## config.mk

```make
export PLATFORM = sky130hd
export DESIGN_NAME = ccta_sched
export DESIGN_NICKNAME = d
export VERILOG_FILES = /design/src/rtl/ccta_sched.sv
export SDC_FILE = /design/constraint.sdc
export NUM_CORES = 1
export LEC_CHECK = 0
export BUFFER_PORTS_ARGS = -buffer_cell sky130_fd_sc_hd__buf_2
export CAP_MARGIN = 15
export CORE_ASPECT_RATIO = 1.4
export CORE_MARGIN = 2
export CORE_UTILIZATION = 47
export CTS_BUF_LIST = sky130_fd_sc_hd__clkbuf_4 sky130_fd_sc_hd__clkbuf_8 sky130_fd_sc_hd__clkbuf_16
export CTS_CLUSTER_DIAMETER = 200
export DETAILED_ROUTE_END_ITERATION = 10
export PLACE_DENSITY = 0.78
export SYNTH_ARGS = -nofsm -noshare
export SYNTH_HDL_FRONTEND = slang
export SYNTH_SLANG_ARGS = --single-unit
```

## constraint.sdc

```tcl
create_clock -name clk -period 1.95 [get_ports clk]
set_input_delay 0.0975 -clock clk [delete_from_list [all_inputs] [get_ports clk]]
set_output_delay 0.0975 -clock clk [all_outputs]
set_load 0.02 [all_outputs]
```

## src/rtl/ccta_sched.sv

```systemverilog
// Two-requester scheduler in front of a shared combinational CCTA: arbitrate, hold operands, sample q, respond.
// Build option CCTA_SCHED_PRIO_EN: fixed priority to requester 0 instead of round-robin.
module ccta_sched #(
    parameter int unsigned WIDTH  = 4,
    parameter int unsigned SETTLE = 1
) (
    input  logic             clk,
    input  logic             rst_n,
    input  logic             req0_valid,
    output logic             req0_ready,
    input  logic [WIDTH-1:0] req0_a,
    input  logic [WIDTH-1:0] req0_b,
    input  logic [WIDTH-1:0] req0_c,
    input  logic             req0_ctrl,
    input  logic             req1_valid,
    output logic             req1_ready,
    input  logic [WIDTH-1:0] req1_a,
    input  logic [WIDTH-1:0] req1_b,
    input  logic [WIDTH-1:0] req1_c,
    input  logic             req1_ctrl,
    output logic             ccta_rst,
    output logic [WIDTH-1:0] ccta_a,
    output logic [WIDTH-1:0] ccta_b,
    output logic [WIDTH-1:0] ccta_c,
    output logic             ccta_ctrl,
    input  logic [WIDTH:0]   ccta_q,
    output logic             rsp_valid,
    input  logic             rsp_ready,
    output logic [WIDTH:0]   rsp_q,
    output logic             rsp_id,
    output logic             busy
);

    localparam int unsigned CNT_W      = 4;
    localparam int unsigned SETTLE_EFF = (SETTLE == 0) ? 1 : SETTLE;
    localparam logic [CNT_W-1:0] CNT_LOAD = CNT_W'(SETTLE_EFF - 1);

    typedef enum logic [1:0] {
        S_IDLE  = 2'd0,
        S_ISSUE = 2'd1,
        S_RESP  = 2'd2
    } state_e;

    state_e             state_q, state_d;
    logic [CNT_W-1:0]   cnt_q, cnt_d;
    logic [WIDTH-1:0]   a_q, a_d, b_q, b_d, c_q, c_d;
    logic               ctrl_q, ctrl_d;
    logic               id_q, id_d;
    logic               rsp_valid_q, rsp_valid_d;
    logic [WIDTH:0]     rsp_data_q, rsp_data_d;
    logic               ccta_rst_q, ccta_rst_d;
    logic               busy_q, busy_d;
    logic               gnt_any, gnt_id, hs_idle;

    // Arbitration: a lone requester always wins; contention follows the build's policy
`ifdef CCTA_SCHED_PRIO_EN
    assign gnt_id = ~req0_valid;
`else
    logic last_id_q, last_id_d;
    assign gnt_id = (req0_valid && req1_valid) ? ~last_id_q : req1_valid;
`endif
    assign gnt_any    = req0_valid | req1_valid;
    assign hs_idle    = (state_q == S_IDLE) && gnt_any;
    assign req0_ready = rst_n && hs_idle && !gnt_id;
    assign req1_ready = rst_n && hs_idle && gnt_id;

    // Next-state and register-update logic
    always_comb begin
        state_d     = state_q;
        cnt_d       = cnt_q;
        a_d         = a_q;
        b_d         = b_q;
        c_d         = c_q;
        ctrl_d      = ctrl_q;
        id_d        = id_q;
        rsp_valid_d = rsp_valid_q;
        rsp_data_d  = rsp_data_q;
        ccta_rst_d  = ccta_rst_q;
        busy_d      = busy_q;
`ifndef CCTA_SCHED_PRIO_EN
        last_id_d   = last_id_q;
`endif
        case (state_q)
            S_IDLE: begin
                if (gnt_any) begin
                    a_d        = gnt_id ? req1_a : req0_a;
                    b_d        = gnt_id ? req1_b : req0_b;
                    c_d        = gnt_id ? req1_c : req0_c;
                    ctrl_d     = gnt_id ? req1_ctrl : req0_ctrl;
                    id_d       = gnt_id;
                    cnt_d      = CNT_LOAD;
                    ccta_rst_d = 1'b0;
                    busy_d     = 1'b1;
                    state_d    = S_ISSUE;
`ifndef CCTA_SCHED_PRIO_EN
                    last_id_d  = gnt_id;
`endif
                end
            end
            S_ISSUE: begin
                if (cnt_q == '0) begin
                    rsp_data_d  = ccta_q;
                    rsp_valid_d = 1'b1;
                    state_d     = S_RESP;
                end else begin
                    cnt_d = cnt_q - 1'b1;
                end
            end
            S_RESP: begin
                if (rsp_ready) begin
                    rsp_valid_d = 1'b0;
                    ccta_rst_d  = 1'b1;
                    busy_d      = 1'b0;
                    state_d     = S_IDLE;
                end
            end
            default: begin
                state_d = S_IDLE;
            end
        endcase
    end

    // State and output registers
    always_ff @(posedge clk or negedge rst_n) begin
        if (!rst_n) begin
            state_q     <= S_IDLE;
            cnt_q       <= '0;
            a_q         <= '0;
            b_q         <= '0;
            c_q         <= '0;
            ctrl_q      <= 1'b0;
            id_q        <= 1'b0;
            rsp_valid_q <= 1'b0;
            rsp_data_q  <= '0;
            ccta_rst_q  <= 1'b1;
            busy_q      <= 1'b0;
`ifndef CCTA_SCHED_PRIO_EN
            last_id_q   <= 1'b1;
`endif
        end else begin
            state_q     <= state_d;
            cnt_q       <= cnt_d;
            a_q         <= a_d;
            b_q         <= b_d;
            c_q         <= c_d;
            ctrl_q      <= ctrl_d;
            id_q        <= id_d;
            rsp_valid_q <= rsp_valid_d;
            rsp_data_q  <= rsp_data_d;
            ccta_rst_q  <= ccta_rst_d;
            busy_q      <= busy_d;
`ifndef CCTA_SCHED_PRIO_EN
            last_id_q   <= last_id_d;
`endif
        end
    end

    assign ccta_rst  = ccta_rst_q;
    assign ccta_a    = a_q;
    assign ccta_b    = b_q;
    assign ccta_c    = c_q;
    assign ccta_ctrl = ctrl_q;
    assign rsp_valid = rsp_valid_q;
    assign rsp_q     = rsp_data_q;
    assign rsp_id    = id_q;
    assign busy      = busy_q;

endmodule

```

==> summary.txt <==
status: finished, final reports clean
Final Setup Violations: 0
total congestion overflow: 0
Syn Area/Cell: 13.69 um2
worst vdd rail ir drop: 0.9575 mV
vias per inst: 5.066
Area Overhead vs Synth: 30.81%
CTS buffer count: 5
Min Hold Slack: 0.05208 ns
fin. max-slew vios: 0
post-synthesis cell count: 105
Port Buf Inserts: 59
global-route wire length before repair: 5223 um
Critical Path Fanout Max: 16
Root Buffer: clkbuf_8
number of global-route vias before repair: 1162
crit path kind: flip-flop to flip-flop
largest net degree at the start of global routing: 17
Nets: 211
Reg clk slew, reported paths: 0.06 ns
drt first pass iters: 4
worst path arrival time: 1.81 ns
Core Area: 2878 um2
layout cells sized above 1: 62.86%
diode count: 0
I/O Pins: 60
H-tree depth: 2
per-cell routed wire length: 14.29 um
Post-Place Cells: 200
Die ar.: 3523 um2
Slew headroom: 66.40%
Total Routed Length: 3029 um
clk_skew: 0.002497 ns
sequential cell area fraction in the yosys report: 50.65%
Synth Register Bits: 29
internal power: 0.001824 W
Initial Util: 49.96%
Ys Warns: 0
top_reg_cell synth: dfrtp_1
cts repair resizes: 0
global-route usage over all layers: 19.85%
max_cap viols: 0
fin cells: 212
fin crit share: 84.66%
FFs w/ async S/R, synth: 100.0%
Clock Power Share: 17.2%
# clock sinks: 29
Skew-Pair Late Insertion Delay: 0.28 ns
chip width: 50.74 um
Worst Tran Pin Value: 0.4987 ns
Worst EP required: 2.11 ns
Comb pwr share: 47.2%
initial antenna violation count: 0
multi-input logic area: 650.6 um2
Seq pwr share: 35.6%
commonest non-fill, non-tap cell in the layout: buf_2
syn_nets: 142
Clock Path Buffers: 2
distinct cell type count after synthesis: 32
HP Class: primary input to flip-flop
Final HPWL DP: 2293 um
Vias: 1074
RSZ-0062 raised after global routing: false
most frequent cells in the layout: 59 x buf_2, 27 x dfrtp_1, 17 x mux2_2
CTS tree: done
Post-synth EDFFs: 0
P_sw: 0.001067 W
First DRT Iteration DRCs: 26
final setup TNS: 0 ns
Fillers: 239
# DRC: 0
highest clock rate: 605.7 MHz
Die H: 69.44 um
Fin. Hold Viols: 0
Leakage: 0.9728 nW
register area: 728.2 um2
Cell Area, Synth: 1438 um2
Power Density: 1538 nW/um2
sw frac: 36.91%
CP Capture Type: flip-flop
Row Count: 23
post-route ant nets: 0
Final min period: 1.651 ns
routability cong.: 0.7741
startpoint types: flip-flop
[layer usage]
layer	part of all wire (%)	GRT usage [%]	wire [um]
met2	53	34.80	1607
met4	1.2	7.207	36
met5	0	0	0
met3	6.8	5.819	207
met1	39	22.25	1178
[critical path, cell delays in order, from the launching register on]
cell	delay, ns
dfstp_2	0.54
a21bo_1	0.11
buf_4	0.25
mux2_2	0.37
mux2_2	0.26
[final timing paths]
path	start	endpoint	slack (ns)	cells after the start
max in group asynchronous	rst_n	last_id_q$_DFFE_PN1P_	1.09	3
setup reg to reg	last_id_q$_DFFE_PN1P_	ccta_c[3]$_DFFE_PN0P_	0.30	4
min in group asynchronous	rst_n	cnt_q[1]$_DFFE_PN0P_	0.26	2
hold / removal	ccta_q[1]	rsp_q[1]$_DFFE_PN0P_	0.05	2
setup / recovery	last_id_q$_DFFE_PN1P_	ccta_c[3]$_DFFE_PN0P_	0.30	4
hold reg to reg	busy$_DFFE_PN0P_	busy$_DFFE_PN0P_	0.48	2
[state kept, by name (all words and copies together), names as in the netlist]
signal / cells
last_id_q: 1
ccta_rst: 1
rsp_q: 5
ccta_a: 4
ccta_ctrl: 1
ccta_c: 4
rsp_id: 1
cnt_q: 4
ccta_b: 4
rsp_valid: 1
state_q: 2
busy: 1
[kinds of logic after synthesis]
kind of cell	Yosys count	share of synthesized area [%]
AO/OA/AOI/OAI	12	5.570
multiplexers	33	29.33
AND/OR/NAND/NOR	23	9.487
adder cells (fa/ha/maj)	1	0.8702
buffers and inverters	7	4.090
flip-flops	29	50.65
[what timing repair did]
action                                  in CTS  in global routing
hold endpoints to repair                    13                  0
buffers inserted                             2                  0
endpoints found under the setup margin       1                  0
hold buffers                                 2                  0
[per-stage QoR]
| stage | power (W) | setup slack [ns] | area, um2 | util (%) |
|---|---|---|---|---|
| after detailed placement | 0.002381 | 0.2148 | 1754 | 60.96 |
| after global placement | 0.002325 | 0.2741 | 1754 | 60.96 |
| final | 0.002891 | 0.2991 | 1881 | 65.35 |
| after CTS | 0.002926 | 0.3027 | 1881 | 65.35 |
| after global routing | 0.003076 | 0.2070 | 1881 | 65.35 |
| after floorplan | 0.002006 | 0.3376 | 1438 | - |
[power by group through the flow]
stage | registers (W) | logic (W) | clock network, W
floorplan | 0.00131 | 0.000700 | 0
global placement | 0.00102 | 0.00131 | 0
detailed placement | 0.00104 | 0.00134 | 0
CTS | 0.00103 | 0.00138 | 0.000516
global route | 0.00106 | 0.00147 | 0.000547
finish | 0.00103 | 0.00137 | 0.000498
[Yosys cell counts (all sizes together) (2+ instances only)]
| library cell | instances | area (um2) |
|---|---|---|
| mux2 | 31 | 401.6 |
| dfrtp | 27 | 675.7 |
| nand2 | 5 | 18.77 |
| o21ai | 5 | 25.02 |
| buf | 4 | 47.54 |
| nor2 | 4 | 22.52 |
| inv | 3 | 11.26 |
| dfstp | 2 | 52.55 |
| mux2i | 2 | 20.02 |
| nand2b | 2 | 12.51 |
| nand3 | 2 | 10.01 |
| nor3 | 2 | 15.01 |
| or2 | 2 | 12.51 |
[cell type report]
type | count | share of cell area (%)
well taps | 37 | 2.462
clock buffers | 8 | 4.857
multi-input cells | 69 | 34.60
repair buffers | 66 | 18.76
flip-flops and latches | 29 | 38.72
inverters | 3 | 0.5988
Note: power is estimated with default switching activity, not from simulation.
